**config.mk**
```make
export PLATFORM = sky130hd
export DESIGN_NAME = dtc_pipe_engine
export DESIGN_NICKNAME = d
export VERILOG_FILES = /design/src/rtl/dtc_pkg.sv /design/src/rtl/dtc_level_stage.sv /design/src/rtl/dtc_pipe_engine.sv
export SDC_FILE = /design/constraint.sdc
export NUM_CORES = 1
export LEC_CHECK = 0
export CORE_ASPECT_RATIO = 0.8
export CORE_MARGIN = 2
export CORE_UTILIZATION = 50
export DETAILED_ROUTE_END_ITERATION = 6
export GPL_TIMING_DRIVEN = 0
export PLACE_DENSITY = 0.7
export SYNTH_ARGS = -nofsm -noshare
export SYNTH_HDL_FRONTEND = slang
export SYNTH_HIERARCHICAL = 1
export SYNTH_SLANG_ARGS = --single-unit
```
**constraint.sdc**
```tcl
create_clock -name clk -period 2.2 [get_ports clk]
set_input_delay 0.44 -clock clk [delete_from_list [all_inputs] [get_ports clk]]
set_output_delay 0.44 -clock clk [all_outputs]
set_load 0.01 [all_outputs]
```
**src/rtl/dtc_pkg.sv**
```systemverilog
// Shared constants, cfg_sel encoding and width helpers for the decision-tree classifier pipeline.
package dtc_pkg;

    localparam int DTC_N_FEAT_DEF  = 11;
    localparam int DTC_DEPTH_DEF   = 4;
    localparam int DTC_CLASS_W_DEF = 1;

    typedef enum logic {
        DTC_SEL_NODE = 1'b0,
        DTC_SEL_LEAF = 1'b1
    } dtc_sel_e;

    // A feature index needs at least one bit even for a single-feature vector.
    function automatic int dtc_fidx_w(input int n_feat);
        return (n_feat < 2) ? 1 : $clog2(n_feat);
    endfunction

    function automatic int dtc_cfg_w(input int n_feat, input int class_w);
        int f;
        f = dtc_fidx_w(n_feat);
        return (f > class_w) ? f : class_w;
    endfunction

endpackage

```
**src/rtl/dtc_level_stage.sv**
```systemverilog
// One tree level: picks the feature bit addressed by this level's node, extends the path index,
// and registers valid/feature/index for the next level.
module dtc_level_stage
    import dtc_pkg::*;
#(
    parameter int K      = 0,
    parameter int N_FEAT = DTC_N_FEAT_DEF,
    parameter int DEPTH  = DTC_DEPTH_DEF,
    parameter int FIDX_W = dtc_fidx_w(N_FEAT)
) (
    input  logic                          clk,
    input  logic                          rst_n,
    input  logic                          i_adv,
    input  logic [(1<<K)-1:0][FIDX_W-1:0] i_lvl_fidx,
    input  logic                          i_valid,
    input  logic [N_FEAT-1:0]             i_feat,
    input  logic [DEPTH-1:0]              i_idx,
    output logic                          o_valid,
    output logic [N_FEAT-1:0]             o_feat,
    output logic [DEPTH-1:0]              o_idx
);

    localparam int N_NODE = 1 << K;
    localparam int PAD_W  = 1 << FIDX_W;

    logic [FIDX_W-1:0] w_fidx;
    logic [PAD_W-1:0]  w_feat_pad;
    logic              w_bit;
    logic [DEPTH-1:0]  w_idx_nxt;

    logic              r_valid;
    logic [N_FEAT-1:0] r_feat;
    logic [DEPTH-1:0]  r_idx;

    // NOTE: default assigned before the loop so every path drives w_fidx and no latch is inferred.
    always_comb begin
        w_fidx = '0;
        for (int j = 0; j < N_NODE; j++) begin
            if (i_idx == DEPTH'(j)) w_fidx = i_lvl_fidx[j];
        end
    end

    // Zero padding makes any index >= N_FEAT read a 0 bit.
    assign w_feat_pad = PAD_W'(i_feat);
    assign w_bit      = w_feat_pad[w_fidx];
    assign w_idx_nxt  = (i_idx << 1) | DEPTH'(w_bit);

    // NOTE: state registers use non-blocking assignments so all stages sample the same edge.
    always_ff @(posedge clk or negedge rst_n) begin
        if (!rst_n) begin
            r_valid <= 1'b0;
            r_feat  <= '0;
            r_idx   <= '0;
        end else if (i_adv) begin
            r_valid <= i_valid;
            r_feat  <= i_feat;
            r_idx   <= w_idx_nxt;
        end
    end

    assign o_valid = r_valid;
    assign o_feat  = r_feat;
    assign o_idx   = r_idx;

endmodule

```
**src/rtl/dtc_pipe_engine.sv**
```systemverilog
// Pipelined binary decision-tree classifier, one tree level per stage plus a leaf/output register.
// Optional handshake counter output stat_cnt is built when DTC_STATS_EN is defined.
module dtc_pipe_engine
    import dtc_pkg::*;
#(
    parameter int N_FEAT  = DTC_N_FEAT_DEF,
    parameter int DEPTH   = DTC_DEPTH_DEF,
    parameter int CLASS_W = DTC_CLASS_W_DEF
) (
    input  logic                                 clk,
    input  logic                                 rst_n,
    input  logic                                 in_valid,
    output logic                                 in_ready,
    input  logic [N_FEAT-1:0]                    in_feat,
    output logic                                 out_valid,
    input  logic                                 out_ready,
    output logic [CLASS_W-1:0]                   out_class,
    input  logic                                 cfg_we,
    input  logic                                 cfg_sel,
    input  logic [DEPTH-1:0]                     cfg_addr,
    input  logic [dtc_cfg_w(N_FEAT,CLASS_W)-1:0] cfg_data,
    output logic                                 cfg_ready
`ifdef DTC_STATS_EN
    ,
    output logic [15:0]                          stat_cnt
`endif
);

    localparam int FIDX_W  = dtc_fidx_w(N_FEAT);
    localparam int N_NODES = (1 << DEPTH) - 1;
    localparam int N_LEAF  = 1 << DEPTH;

    logic [N_NODES-1:0][FIDX_W-1:0] r_node_tbl;
    logic [N_LEAF-1:0][CLASS_W-1:0] r_leaf_tbl;
    logic                           r_out_valid;
    logic [CLASS_W-1:0]             r_out_class;

    logic                           w_adv;
    logic                           w_cfg_ready;
    logic [DEPTH:0]                 w_valid;
    logic [N_FEAT-1:0]              w_feat [DEPTH+1];
    logic [DEPTH-1:0]               w_idx  [DEPTH+1];

    assign w_adv       = !r_out_valid || out_ready;
    assign in_ready    = w_adv && !cfg_we;
    assign w_cfg_ready = !(|w_valid[DEPTH:1]) && !r_out_valid;
    assign cfg_ready   = w_cfg_ready;

    assign w_valid[0] = in_valid && in_ready;
    assign w_feat[0]  = in_feat;
    assign w_idx[0]   = '0;

    // Stage k sees only the 2^k node entries of its own level (heap slice 2^k-1 .. 2^(k+1)-2).
    for (genvar k = 0; k < DEPTH; k++) begin : g_lvl
        dtc_level_stage #(
            .K      (k),
            .N_FEAT (N_FEAT),
            .DEPTH  (DEPTH),
            .FIDX_W (FIDX_W)
        ) u_stage (
            .clk        (clk),
            .rst_n      (rst_n),
            .i_adv      (w_adv),
            .i_lvl_fidx (r_node_tbl[(2<<k)-2 : (1<<k)-1]),
            .i_valid    (w_valid[k]),
            .i_feat     (w_feat[k]),
            .i_idx      (w_idx[k]),
            .o_valid    (w_valid[k+1]),
            .o_feat     (w_feat[k+1]),
            .o_idx      (w_idx[k+1])
        );
    end

    // NOTE: the tables are reset explicitly because a reset must leave every vector classifying to 0.
    always_ff @(posedge clk or negedge rst_n) begin
        if (!rst_n) begin
            r_node_tbl <= '0;
            r_leaf_tbl <= '0;
        end else if (cfg_we && w_cfg_ready) begin
            if (cfg_sel == DTC_SEL_NODE) begin
                // Only the all-ones address lies past the 2^DEPTH-1 node entries.
                if (cfg_addr != {DEPTH{1'b1}}) r_node_tbl[cfg_addr] <= cfg_data[FIDX_W-1:0];
            end else begin
                r_leaf_tbl[cfg_addr] <= cfg_data[CLASS_W-1:0];
            end
        end
    end

    always_ff @(posedge clk or negedge rst_n) begin
        if (!rst_n) begin
            r_out_valid <= 1'b0;
            r_out_class <= '0;
        end else if (w_adv) begin
            r_out_valid <= w_valid[DEPTH];
            if (w_valid[DEPTH]) r_out_class <= r_leaf_tbl[w_idx[DEPTH]];
        end
    end

    assign out_valid = r_out_valid;
    assign out_class = r_out_class;

`ifdef DTC_STATS_EN
    logic [15:0] r_stat_cnt;

    always_ff @(posedge clk or negedge rst_n) begin
        if (!rst_n) begin
            r_stat_cnt <= '0;
        end else if (r_out_valid && out_ready && (r_stat_cnt != 16'hFFFF)) begin
            r_stat_cnt <= r_stat_cnt + 16'd1;
        end
    end

    assign stat_cnt = r_stat_cnt;
`endif

endmodule

```
### Word level (Yosys, flattened, before mapping)

Index checks and enable logic that the tools add are counted.

| operators by class | value |
|---|---|
| reduce and logical (&&, ||, !) cells | 16 |
| equal/unequal tests | 11 |
| mux-type cells | 30 |
| bitwise logic cells | 4 |
| magnitude comparators | 7 |

Operator list:

| operator | count |
|---|---|
| $bwmux 60 | 1 |
| $mux 4 | 15 |
| $lt 4x5->1 const B | 6 |
| $bmux 1 s4 | 5 |
| $bwmux 16 | 1 |
| $demux 4 s4 | 1 |
| $eq 4x2->1 const B | 4 |
| $eq 4x3->1 const B | 4 |
| $logic_not 4->1 | 3 |
| $eq 4x1->1 const B | 2 |
| $or 4x1->4 | 2 |
| $mux 1 | 6 |
| $logic_and 1x1->1 | 5 |
| $demux 1 s4 | 1 |
| $ge 4x1->1 const B | 1 |
| $ne 4x4->1 const B | 1 |
| $reduce_and 2->1 | 2 |
| $reduce_or 4->1 | 1 |
| $logic_not 1->1 | 3 |
| $reduce_and 3->1 | 1 |
| $or 2x1->2 | 1 |
| $logic_or 1x1->1 | 1 |
| $not 1->1 | 1 |

| word-level totals | value |
|---|---|
| output and inout port bits | 4 |
| register bits | 128 |
| logic and storage cells | 112 |

### Longest topological paths before layout

Gate-level depths: netlist of the first run.

| depth | value |
|---|---|
| depth in word-level cells | 12 |
| gate-level depth with buffers | 8 |

### By module

Netlist of the first run, hierarchy kept.

Modules (own cells, without submodules):

| module | cells an instance | area each (um2) | times used |
|---|---|---|---|
| dtc_pipe_engine | 240 | 3354.5 | 1 |
| dtc_level_stage (g_lvl[3].u_stage) | 94 | 1053.5 | 1 |
| dtc_level_stage (g_lvl[2].u_stage) | 60 | 868.3 | 1 |
| dtc_level_stage (g_lvl[1].u_stage) | 65 | 813.3 | 1 |
| dtc_level_stage (g_lvl[0].u_stage) | 56 | 743.2 | 1 |

### Worst setup path before layout of the first run

OpenSTA, ideal clock, no wires.

| timing | value |
|---|---|
| path kind | register to register |
| from | register g_lvl[2].u_stage.r_idx[0] |
| to | register g_lvl[3].u_stage.r_idx[0] |
| clock period less this slack | 2.033 ns |
| buffers on the path | 1 |
| slack | 0.167 ns |
| required time | 2.071 ns |
| library setup time | 0.129 ns |
| data arrival time | 1.904 ns |
| stages on the path, launching flop included | 8 |
| path through | dfrtp_1 > buf_6 > mux2_4 > o2bb2ai_2 > o31a_1 > mux2_4 > a221oi_2 > o31ai_1 |

| on the way | value |
|---|---|
| longest elaborated chain between the ends | 12 |
| elaborated cells between the ends (all ways) | 19 |

RTL lines:

| what | line | RTL |
|---|---|---|
| from (decl) | dtc_level_stage.sv:33 | `logic [DEPTH-1:0] r_idx;` |
| from (signal assigned) | dtc_level_stage.sv:57 | `r_idx <= w_idx_nxt;` |
| $logic_not 4->1 | dtc_level_stage.sv:39 | `if (i_idx == DEPTH'(j)) w_fidx = i_lvl_fidx[j];` |
| $mux 4 (7 in series) | dtc_level_stage.sv:39 |  |
| $mux 4 * | dtc_level_stage.sv:39 |  |
| $bmux 1 s4 * | dtc_level_stage.sv:45 | `assign w_bit = w_feat_pad[w_fidx];` |
| $mux 1 (not written as such) * | dtc_level_stage.sv:45 |  |
| $or 4x1->4 * | dtc_level_stage.sv:46 | `assign w_idx_nxt = (i_idx << 1) \| DEPTH'(w_bit);` |
| to (signal assigned) | dtc_level_stage.sv:57 |  |
| to (decl) | dtc_level_stage.sv:33 |  |

Mark *: on every way between the ends. The rest lies on a longest branch, timed or not. The select of a mux whose other input is x is not followed.
A chain may end at the register's enable or synchronous reset.

### Worst setup path in the final report of the first run

Same ends and word-level chain as after synthesis.

==> results by group, run 1 <==
Detailed routing
  • Routed length per placed instance: between 15 and 20 um
  • Wl on met1: 6977 um
  • Residual DRC: 0
  • Metal3 WL: 796 um
  • First-pass DRT Iterations: 4
  • Metal2 WL: between 6000 and 7000 um
  • Iteration-0 DRC Markers: 350
  • Detail Route Antenna Nets: 0
  • Highest Signal Layer: met4
  • Vias after detailed routing: approximately 4200
  • Vias per cell: 5.726
  • Routed WL: 14580 um

GRT
  • GR Overflow Total: 0
  • Initial antenna violation count: 0
  • Global-route wire length before repair: approximately 24000 um
  • Largest net degree at the start of global routing: 77
  • Total Routing Usage GR: 0.2294
  • Vias in the first global route: between 4000 and 5000

Layout
  • Final nets: approximately 580
  • Most common cell after layout, fill and taps aside: dfrtp_1
  • Diode count: 0
  • Layout cells sized above 1: 0.3651
  • Most frequent cells in the layout: dfrtp_1 (131), mux2_2 (115), clkdlybuf4s50_1 (25)
  • Syn-to-layout area delta: 20.69%

Setup path
  • Critical Path Max Stage Delay: 0.50 ns
  • WP buf/inv: 2
  • Cell family with most CP delay: compound AO/OA/AOI/OAI gates
  • WP data arrival: 2.49 ns
  • Crit path max fanout: 10
  • Crit-path slowest cell: a211oi_1
  • Cells along the critical path: buf_6 -> clkbuf_4 -> mux4_2 -> nor2_1 -> a211oi_1 -> and3_1 -> a32oi_1 -> o31ai_1
  • CP endpoint kind: flop
  • Critical Path RT: 2.52 ns
  • Setup crit start kind: flop
  • Crit path kind: reg -> reg

Timing
  • Min Hold Slack: 0.5001 ns
  • Tmin final: 2.172 ns
  • Slew Viols, Final: 0
  • Final setup vio count: 0
  • Tcrit/Tclk final: 0.9873
  • Slew HR: 0.6017
  • RSZ-0062 raised after global routing: true
  • Endpoints failing hold: 0
  • Clock skew: between 0.007 and 0.008 ns
  • Worst-margin pin slew: 0.5930 ns
  • Fmax achieved: approximately 460 MHz

Outcome
  • Outcome: finished, final reports clean

Power and ir drop
  • Power Total: 9.451 mW
  • Leak Pwr: 3.504 nW
  • Max IR drop VDD: 0.0006745 V
  • Power Dens Cells: between 1000 and 1500 nW/um^2

Synth
  • Syn Std Cell Area: 6434 um^2
  • Syn Inst Count: around 490
  • Syn_area_per_cell: 13.05 um^2
  • Synth warnings: 6

Job
  • Max-cap violations: 0

Floorplan
  • Die Width: 130.8 um
  • Die ar.: 13800 um^2
  • Core Region: 12730 um^2
  • Io pins: 29
  • Die Span Y: approximately 110 um
  • Num rows: 37
  • Starting Density: 0.5054

Placed design
  • Final RePlAce weighted congestion: 0.8359
  • Port Buffer Count: 28
  • DPL Wire Length: 10210 um

Clocking
  • Clock Latency Late Sink: 0.42 ns
  • Worst-path clk slew: around 0.06 ns
  • Clk root buf: clkbuf_16
  • Clock Sinks: 131
  • Clock tree buffer depth: 2
  • Total CTS buffers: 17
  • CTS tree: done
  • H-tree levels: 4

Worst hold path
  • Hold WC Path Type: reg -> reg
[routing by layer]
layer  vias up  global-route usage
met2       123              0.3326
met5         -                   0
met3        15             0.06650
met1      2152              0.3338
li1       1959                   -
met4         0             0.07143
[layout make-up]
class                      instances  area (um^2)
inverter                          13        48.80
clock buffer                      17        425.4
buffer                            26        143.9
clock inverter                    15        206.4
sequential                       131         3278
tap                              175        219.0
fill                             995         4966
timing repair buffer              36        357.8
multi-input combinational        329         3085
[flip-flops by register name, summed over array words and instances (netlist names)]
register / cells
g_lvl.u_stage/o_feat: 33
g_lvl.u_stage/o_idx: 16
g_lvl.u_stage/o_valid: 4
out_class: 1
out_valid: 1
r_leaf_tbl: 16
r_node_tbl: 60
[where the power goes]
group          total, mW  switching, mW  internal [mW]
registers           3.68          0.548           3.14
logic               2.75           1.33           1.42
clock network       3.02           1.11           1.91
[final timing paths]
kind                                                            start                                     to  slack [ns]  cells after the start
worst max-delay path            g_lvl[2].u_stage/o_idx[0]$_DFFE_PN0P_  g_lvl[3].u_stage/o_idx[0]$_DFFE_PN0P_        0.03                      8
worst min-delay path                       r_node_tbl[38]$_DFFE_PN0P_             r_node_tbl[38]$_DFFE_PN0P_        0.50                      1
worst max register to register  g_lvl[2].u_stage/o_idx[0]$_DFFE_PN0P_  g_lvl[3].u_stage/o_idx[0]$_DFFE_PN0P_        0.03                      8
worst min register to register             r_node_tbl[38]$_DFFE_PN0P_             r_node_tbl[38]$_DFFE_PN0P_        0.50                      1
max in group asynchronous                                       rst_n              r_node_tbl[1]$_DFFE_PN0P_        0.90                      3
min in group asynchronous                                       rst_n  g_lvl[3].u_stage/o_idx[3]$_DFFE_PN0P_        0.54                      2
[timing repair]
item	in CTS	in global routing
pin swaps	4	3
gates resized for setup	15	13
endpoints found under the setup margin	21	32
cloned	0	0
endpoints found under the hold margin	2	0
hold buffers	1	0
buffers inserted	0	6
[per-stage QoR]
step / instances / worst slack, ns / utilization / cell area [um^2] / setup TNS, ns
after floorplan: 499 / 0.1667 / - / 6456 / 0
after CTS: 736 / -0.01770 / 0.6032 / 7680 / -0.01770
after global placement: 702 / -4.302 / 0.5463 / 6955 / -571.50
after detailed placement: 703 / -0.3618 / 0.5486 / 6984 / -11.28
final: 742 / 0.02791 / 0.6099 / 7765 / 0
after global routing: 742 / -0.03188 / 0.6099 / 7765 / -0.03188
Note: power is estimated with default switching activity, not from simulation.
==> inputs of run 2 (changes only) <==
--- a/config.mk
+++ b/config.mk
@@ -7,10 +7,12 @@
 export LEC_CHECK = 0
 export CORE_ASPECT_RATIO = 0.8
 export CORE_MARGIN = 2
-export CORE_UTILIZATION = 50
+export CORE_UTILIZATION = 58
 export DETAILED_ROUTE_END_ITERATION = 6
+export DONT_BUFFER_PORTS = 1
 export GPL_TIMING_DRIVEN = 0
-export PLACE_DENSITY = 0.7
+export PLACE_DENSITY = 0.76
+export REMOVE_ABC_BUFFERS = 1
 export SYNTH_ARGS = -nofsm -noshare
 export SYNTH_HDL_FRONTEND = slang
 export SYNTH_HIERARCHICAL = 1
==> run 2 against run 1 <==
The flow now finishes with violations (design-rule violations, negative hold slack, negative setup slack); die area shrank 13%; register-to-register slack got worse by 0.10 ns; sequential share of layout area up 3.1 points; combinational power shrank 16%; cell count is 11% lower; sequential power increased by 6.8%; clock power shrank 15%.
==> results by group, run 2 (synthesis results as in run 1) <==
Outcome
  • Outcome: finished, violations left
  • Failing checks: design-rule violations, negative hold slack, negative setup slack

Floorplan
  • Die Span Y: between 90 and 100 um
  • Die ar.: approximately 12000 um^2
  • Core Region: 10850 um^2
  • Io pins: 29
  • Die Width: 121.8 um
  • Starting Density: 0.5931
  • Num rows: 34

GRT
  • Largest net degree at the start of global routing: 132
  • Global-route wire length before repair: ~23000 um
  • Initial antenna violation count: 1
  • Total Routing Usage GR: 0.2536
  • GR Overflow Total: 0
  • Vias in the first global route: approximately 4200

Layout
  • Biggest register: r_node_tbl
  • Final nets: about 530
  • Layout cells sized above 1: 0.3827
  • Finished Layout Cells: 664
  • Syn-to-layout area delta: 12.76%
  • Fin util: 0.6687
  • Diode count: 0
  • Multi-input combinational cell area: 3084 um^2
  • Fillcell total: 768
  • Flip-flop and latch area: approximately 3300 um^2
  • Largest register FFs: 60
  • Most common cell after layout, fill and taps aside: dfrtp_1
  • Most frequent cells in the layout: dfrtp_1 (127), mux2_2 (115), nand2_1 (18)

Detailed routing
  • Vias after detailed routing: approximately 4200
  • Residual DRC: 2
  • First-pass DRT Iterations: 7
  • Metal3 WL: roughly 660 um
  • Detail Route Antenna Nets: 0
  • Highest Signal Layer: met4
  • Routed length per placed instance: 21.68 um
  • Routed WL: 14400 um
  • Wl on met1: slightly below 7000 um
  • Metal2 WL: 6837 um
  • Vias per cell: 6.366
  • Iteration-0 DRC Markers: 550

Timing
  • Worst-margin pin slew: 0.7499 ns
  • Tcrit/Tclk final: 1.034
  • Endpoints failing hold: approximately 130
  • Final setup vio count: 5
  • Slew Viols, Final: 0
  • Clock skew: 0.008975 ns
  • Tmin final: 2.274 ns
  • Setup ws final: -0.07413 ns
  • Fmax achieved: between 400 and 500 MHz
  • Slew HR: 0.4990
  • RSZ-0062 raised after global routing: true
  • Min Hold Slack: -0.2833 ns

Clocking
  • Clk root buf: clkbuf_16
  • Worst-path clk slew: 0.06 ns
  • Total CTS buffers: 17
  • Clock tree buffer depth: 2
  • Clock Sinks: 131
  • Clock Latency Late Sink: 0.41 ns
  • CTS tree: done
  • H-tree levels: 4

Placed design
  • Port Buffer Count: 0
  • Pre-CTS setup slack: -0.5938 ns
  • Dpl cells: between 600 and 700
  • DPL Wire Length: 9018 um
  • Final RePlAce weighted congestion: between 0.8 and 0.9

Setup path
  • WP data arrival: 2.57 ns
  • Crit path kind: reg -> reg
  • Reg-to-reg setup timing slack: -0.07 ns
  • Critical Path RT: 2.49 ns
  • CP endpoint kind: flop
  • Setup crit start kind: flop
  • Crit path max fanout: 15

Power and ir drop
  • Power Dens Cells: 1215 nW/um^2
  • Seq pwr share: 0.445
  • Sw frac: 0.3157
  • Combinational Power Share: 0.262
  • Power Total: a little under 9 mW
  • Psw: about 2.8 mW
  • Leak Pwr: between 3 and 4 nW
  • Max IR drop VDD: 0.0006405 V
  • P_int: 6.033 mW
  • Clock network power share: 0.292

Job
  • Max-cap violations: 0

Worst hold path
  • Hold WC Path Type: in -> async
-- run 2: power groups by stage --
stage / sequential [mW] / combinational, mW / clock (mW)
floorplan: 3.63 / 1.75 / 0
global placement: 3.86 / 1.98 / 0
detailed placement: 3.91 / 2.06 / 0
CTS: 3.90 / 2.10 / 2.61
global route: 4.03 / 2.50 / 2.72
finish: 3.93 / 2.31 / 2.58
-- run 2: final timing paths --
path	startpoint	to	depth (start not counted)
hold reg to reg	r_node_tbl[18]$_DFFE_PN0P_	r_node_tbl[18]$_DFFE_PN0P_	1
min in group clk	in_feat[1]	g_lvl[0].u_stage/o_feat[1]$_DFFE_PN0P_	1
hold / removal	rst_n	g_lvl[0].u_stage/o_idx[0]$_DFFE_PN0P_	0
setup reg to reg	g_lvl[2].u_stage/o_idx[0]$_DFFE_PN0P_	g_lvl[3].u_stage/o_idx[0]$_DFFE_PN0P_	6
max in group asynchronous	rst_n	g_lvl[1].u_stage/o_idx[0]$_DFFE_PN0P_	0
setup / recovery	g_lvl[2].u_stage/o_idx[0]$_DFFE_PN0P_	g_lvl[3].u_stage/o_idx[0]$_DFFE_PN0P_	6
-- run 2: stage by stage --
stage,setup TNS [ns],area [um^2]
after global placement,-41.57,6501
after global routing,-2.428,7254
final,-0.1326,7254
after detailed placement,-2.297,6523
after CTS,-0.1958,7099
after floorplan,-9.653,6321
-- run 2: what timing repair did --
action,4_1_cts,5_1_grt
gates cloned,0,1
setup endpoints to repair,31,48
buffers inserted,0,13
gates resized for setup,10,9
endpoints found under the hold margin,131,131
pin swaps,2,4
-- run 2: final cells by class --
class / count / area share
timing repair buffer: 14 / 0.01621
tap: 144 / 0.02484
clock inverter: 11 / 0.01207
clock buffer: 21 / 0.06209
sequential: 131 / 0.4529
multi-input combinational: 330 / 0.4251
inverter: 13 / 0.006726
-- run 2: metal layers --
layer	up-vias	track usage
met5	-	0
met4	0	0.08223
met3	15	0.05491
met2	138	0.3760
met1	2211	0.3746
li1	1863	-
-- run 2: worst max-delay path, stage by stage, from the launching register on --
cell	delay, ns
dfrtp_4	0.58
mux2_4	0.35
o2bb2ai_4	0.14
o31a_1	0.39
mux2_4	0.34
a221oi_4	0.26
o31ai_1	0.09
==> edit (config.mk and constraints of run 1) <==
Register the input `cfg_addr` before use, without a reset. The logic sees it one clock later. The other inputs are not delayed to match.
--- a/src/rtl/dtc_pipe_engine.sv
+++ b/src/rtl/dtc_pipe_engine.sv
@@ -29,6 +29,12 @@
     localparam int FIDX_W  = dtc_fidx_w(N_FEAT);
     localparam int N_NODES = (1 << DEPTH) - 1;
     localparam int N_LEAF  = 1 << DEPTH;
+
+    logic [DEPTH-1:0] cfg_addr_q;
+
+    always_ff @(posedge clk) begin
+        cfg_addr_q <= cfg_addr;
+    end
 
     logic [N_NODES-1:0][FIDX_W-1:0] r_node_tbl;
     logic [N_LEAF-1:0][CLASS_W-1:0] r_leaf_tbl;
@@ -79,9 +85,9 @@
         end else if (cfg_we && w_cfg_ready) begin
             if (cfg_sel == DTC_SEL_NODE) begin
                 // Only the all-ones address lies past the 2^DEPTH-1 node entries.
-                if (cfg_addr != {DEPTH{1'b1}}) r_node_tbl[cfg_addr] <= cfg_data[FIDX_W-1:0];
+                if (cfg_addr_q != {DEPTH{1'b1}}) r_node_tbl[cfg_addr_q] <= cfg_data[FIDX_W-1:0];
             end else begin
-                r_leaf_tbl[cfg_addr] <= cfg_data[CLASS_W-1:0];
+                r_leaf_tbl[cfg_addr_q] <= cfg_data[CLASS_W-1:0];
             end
         end
     end
Behaviour: not the same (Yosys sat finds a counterexample within 10 cycles, from zero or initial values and one cycle with rst_n low).
==> edit against run 1 <==
  * The run now ends with hold timing left
  * Design area is 1.6% higher
  * Sequential cell count is 4 higher
  * Critical endpoint unchanged
  * Wire length is 2.3% lower
  * Cell count is 0.13% lower
  * Synthesized area is 3.3% higher
  * Total power is 0.62% lower
  * Die area is 3.2% higher
  * Sequential power is 2% higher
  * Global-route usage is 1.3 points lower
  * Highest routed layer unchanged
  * Setup slack better by 31 ps
==> edit: results (changes against run 1) <==
* Gpl congestion at 0.857 (+2.5%)
* Worst-path fanout max at 6 (-4)
* Worst IR Drop VDD at 0.000739 V (+9.6%)
* DR WL/cell at 19.2 um (-2.1%)
* Num CTS Buffers at 17 (unchanged)
* WHS at -13.6 ps (-514 ps)
* Max reg flops at 60 (unchanged)
* CTS H-tree lvls at 4 (unchanged)
* Worst hold path class: in -> async
* HPWL after DPL at 10200 um (-0.22%)
* First-pass DRT Iterations at 4 (unchanged)
* CP max stage delay at 390 ps (-110 ps)
* 1st-iter DRT viols at 287 (-18%)
* Final Hold Viols at 11 (+11)
* Skew-Pair Late Insertion Delay at 410 ps
* Initial antenna violation count at 0 (unchanged)
* Failing checks: hold timing
* CTS root buf: clkbuf_16
* Final net count at 578 (-0.17%)
* Net Sw Power at 2930 uW (-1.9%)
* CP max stage cell: dfrtp_1
* Crit path max-delay family: compound AO/OA/AOI/OAI gates
* Worst path arrival time at 2430 ps (-60 ps)
* GR Util All Layers at 21.7% (-1.3 points)
* DP Area at 7190 um^2 (+3.0%)
* Leakage at 0.00359 uW (+2.6%)
* Vias in the first global route at 4420 (+1.4%)
* Worst-path clk slew at 60 ps (about the same)
* Largest net degree at the start of global routing at 76 (-1.3%)
* Layout cells sized above 1 at 31.8% (-4.7 points)
* CTS Buffer Depth at 2 (unchanged)
* First-pass GRT wire length at 23700 um (+0.38%)
* Antenna Cells at 0 (unchanged)
* Slew HR at 57.4% (-2.8 points)
* Synth warn at 6 (unchanged)
* Via count at 4262 (+0.31%)
* Largest Register: r_node_tbl
* Filler cell count at 979 (-1.6%)
* Run status: complete, but fails checks
* PortBufs at 28 (unchanged)
* Post-route clock skew at 8.63 ps (+1.42 ps)
edit: path summary, 6_finish.rpt:
kind	from	endpoint	slack (ps)	cells past startpoint
min in group clk	cfg_addr[2]	cfg_addr_q[2]$_DFF_P_	470	1
setup / recovery	g_lvl[2].u_stage/o_idx[0]$_DFFE_PN0P_	g_lvl[3].u_stage/o_idx[0]$_DFFE_PN0P_	60	7
hold reg to reg	r_node_tbl[59]$_DFFE_PN0P_	r_node_tbl[59]$_DFFE_PN0P_	480	1
max in group asynchronous	rst_n	r_node_tbl[59]$_DFFE_PN0P_	1470	2
hold / removal	rst_n	r_node_tbl[8]$_DFFE_PN0P_	-10	1
setup reg to reg	g_lvl[2].u_stage/o_idx[0]$_DFFE_PN0P_	g_lvl[3].u_stage/o_idx[0]$_DFFE_PN0P_	60	7
edit: per-layer routing:
layer / vias up / wire [um] / GRT usage (%)
li1: 1961 / - / -
met1: 2186 / 7000 / 32.0
met2: 99 / 6450 / 32.8
met3: 16 / 672 / 4.35
met4: 0 / 130 / 5.91
met5: - / 0 / 0
edit: power by group through the flow:
| stage | clock, uW | combinational [uW] | sequential (uW) |
|---|---|---|---|
| 2_1_floorplan | 0 | 1970 | 3580 |
| 3_3_place_gp | 0 | 2470 | 3750 |
| 3_5_place_dp | 0 | 2540 | 3780 |
| 4_1_cts | 3040 | 2580 | 3760 |
| 5_1_grt | 3170 | 2850 | 3870 |
| 6_report | 3000 | 2630 | 3770 |
edit: final cells by class:
type	count	share of cell area [%]
timing repair buffer	32	4.17
sequential	135	42.6
clock buffer	17	5.39
tap	175	2.78
clock inverter	15	2.55
inverter	13	0.619
multi-input combinational	325	39.9
buffer	29	2.05
edit: stage by stage:
stage	total power, uW	setup TNS (ps)	util (%)	cells	worst slack, ps
after floorplan	5540	0	-	502	167
after global placement	6220	-577420	55.5	705	-4320
after detailed placement	6320	-14130	55.7	706	-487
after CTS	9380	0	60.7	739	13.5
after global routing	9890	-28.1	61.1	741	-28.1
final	9390	0	61.1	741	58.5
edit: timing repair:
item	4_1_cts	5_1_grt
setup endpoints to repair	11	9
buffers inserted	1	2
pin swaps	1	4
hold endpoints to repair	0	0
gates resized for setup	7	9
edit: worst register-to-register path, delay by kind of cell, from the launching register on:
family / cells / cell delay, ps
and+or+nand+nor: 1 / 340
muxes: 2 / 490
buffers and inverters: 1 / 150
AOI/OAI and AO/OA: 3 / 650
DFF: 1 / 390
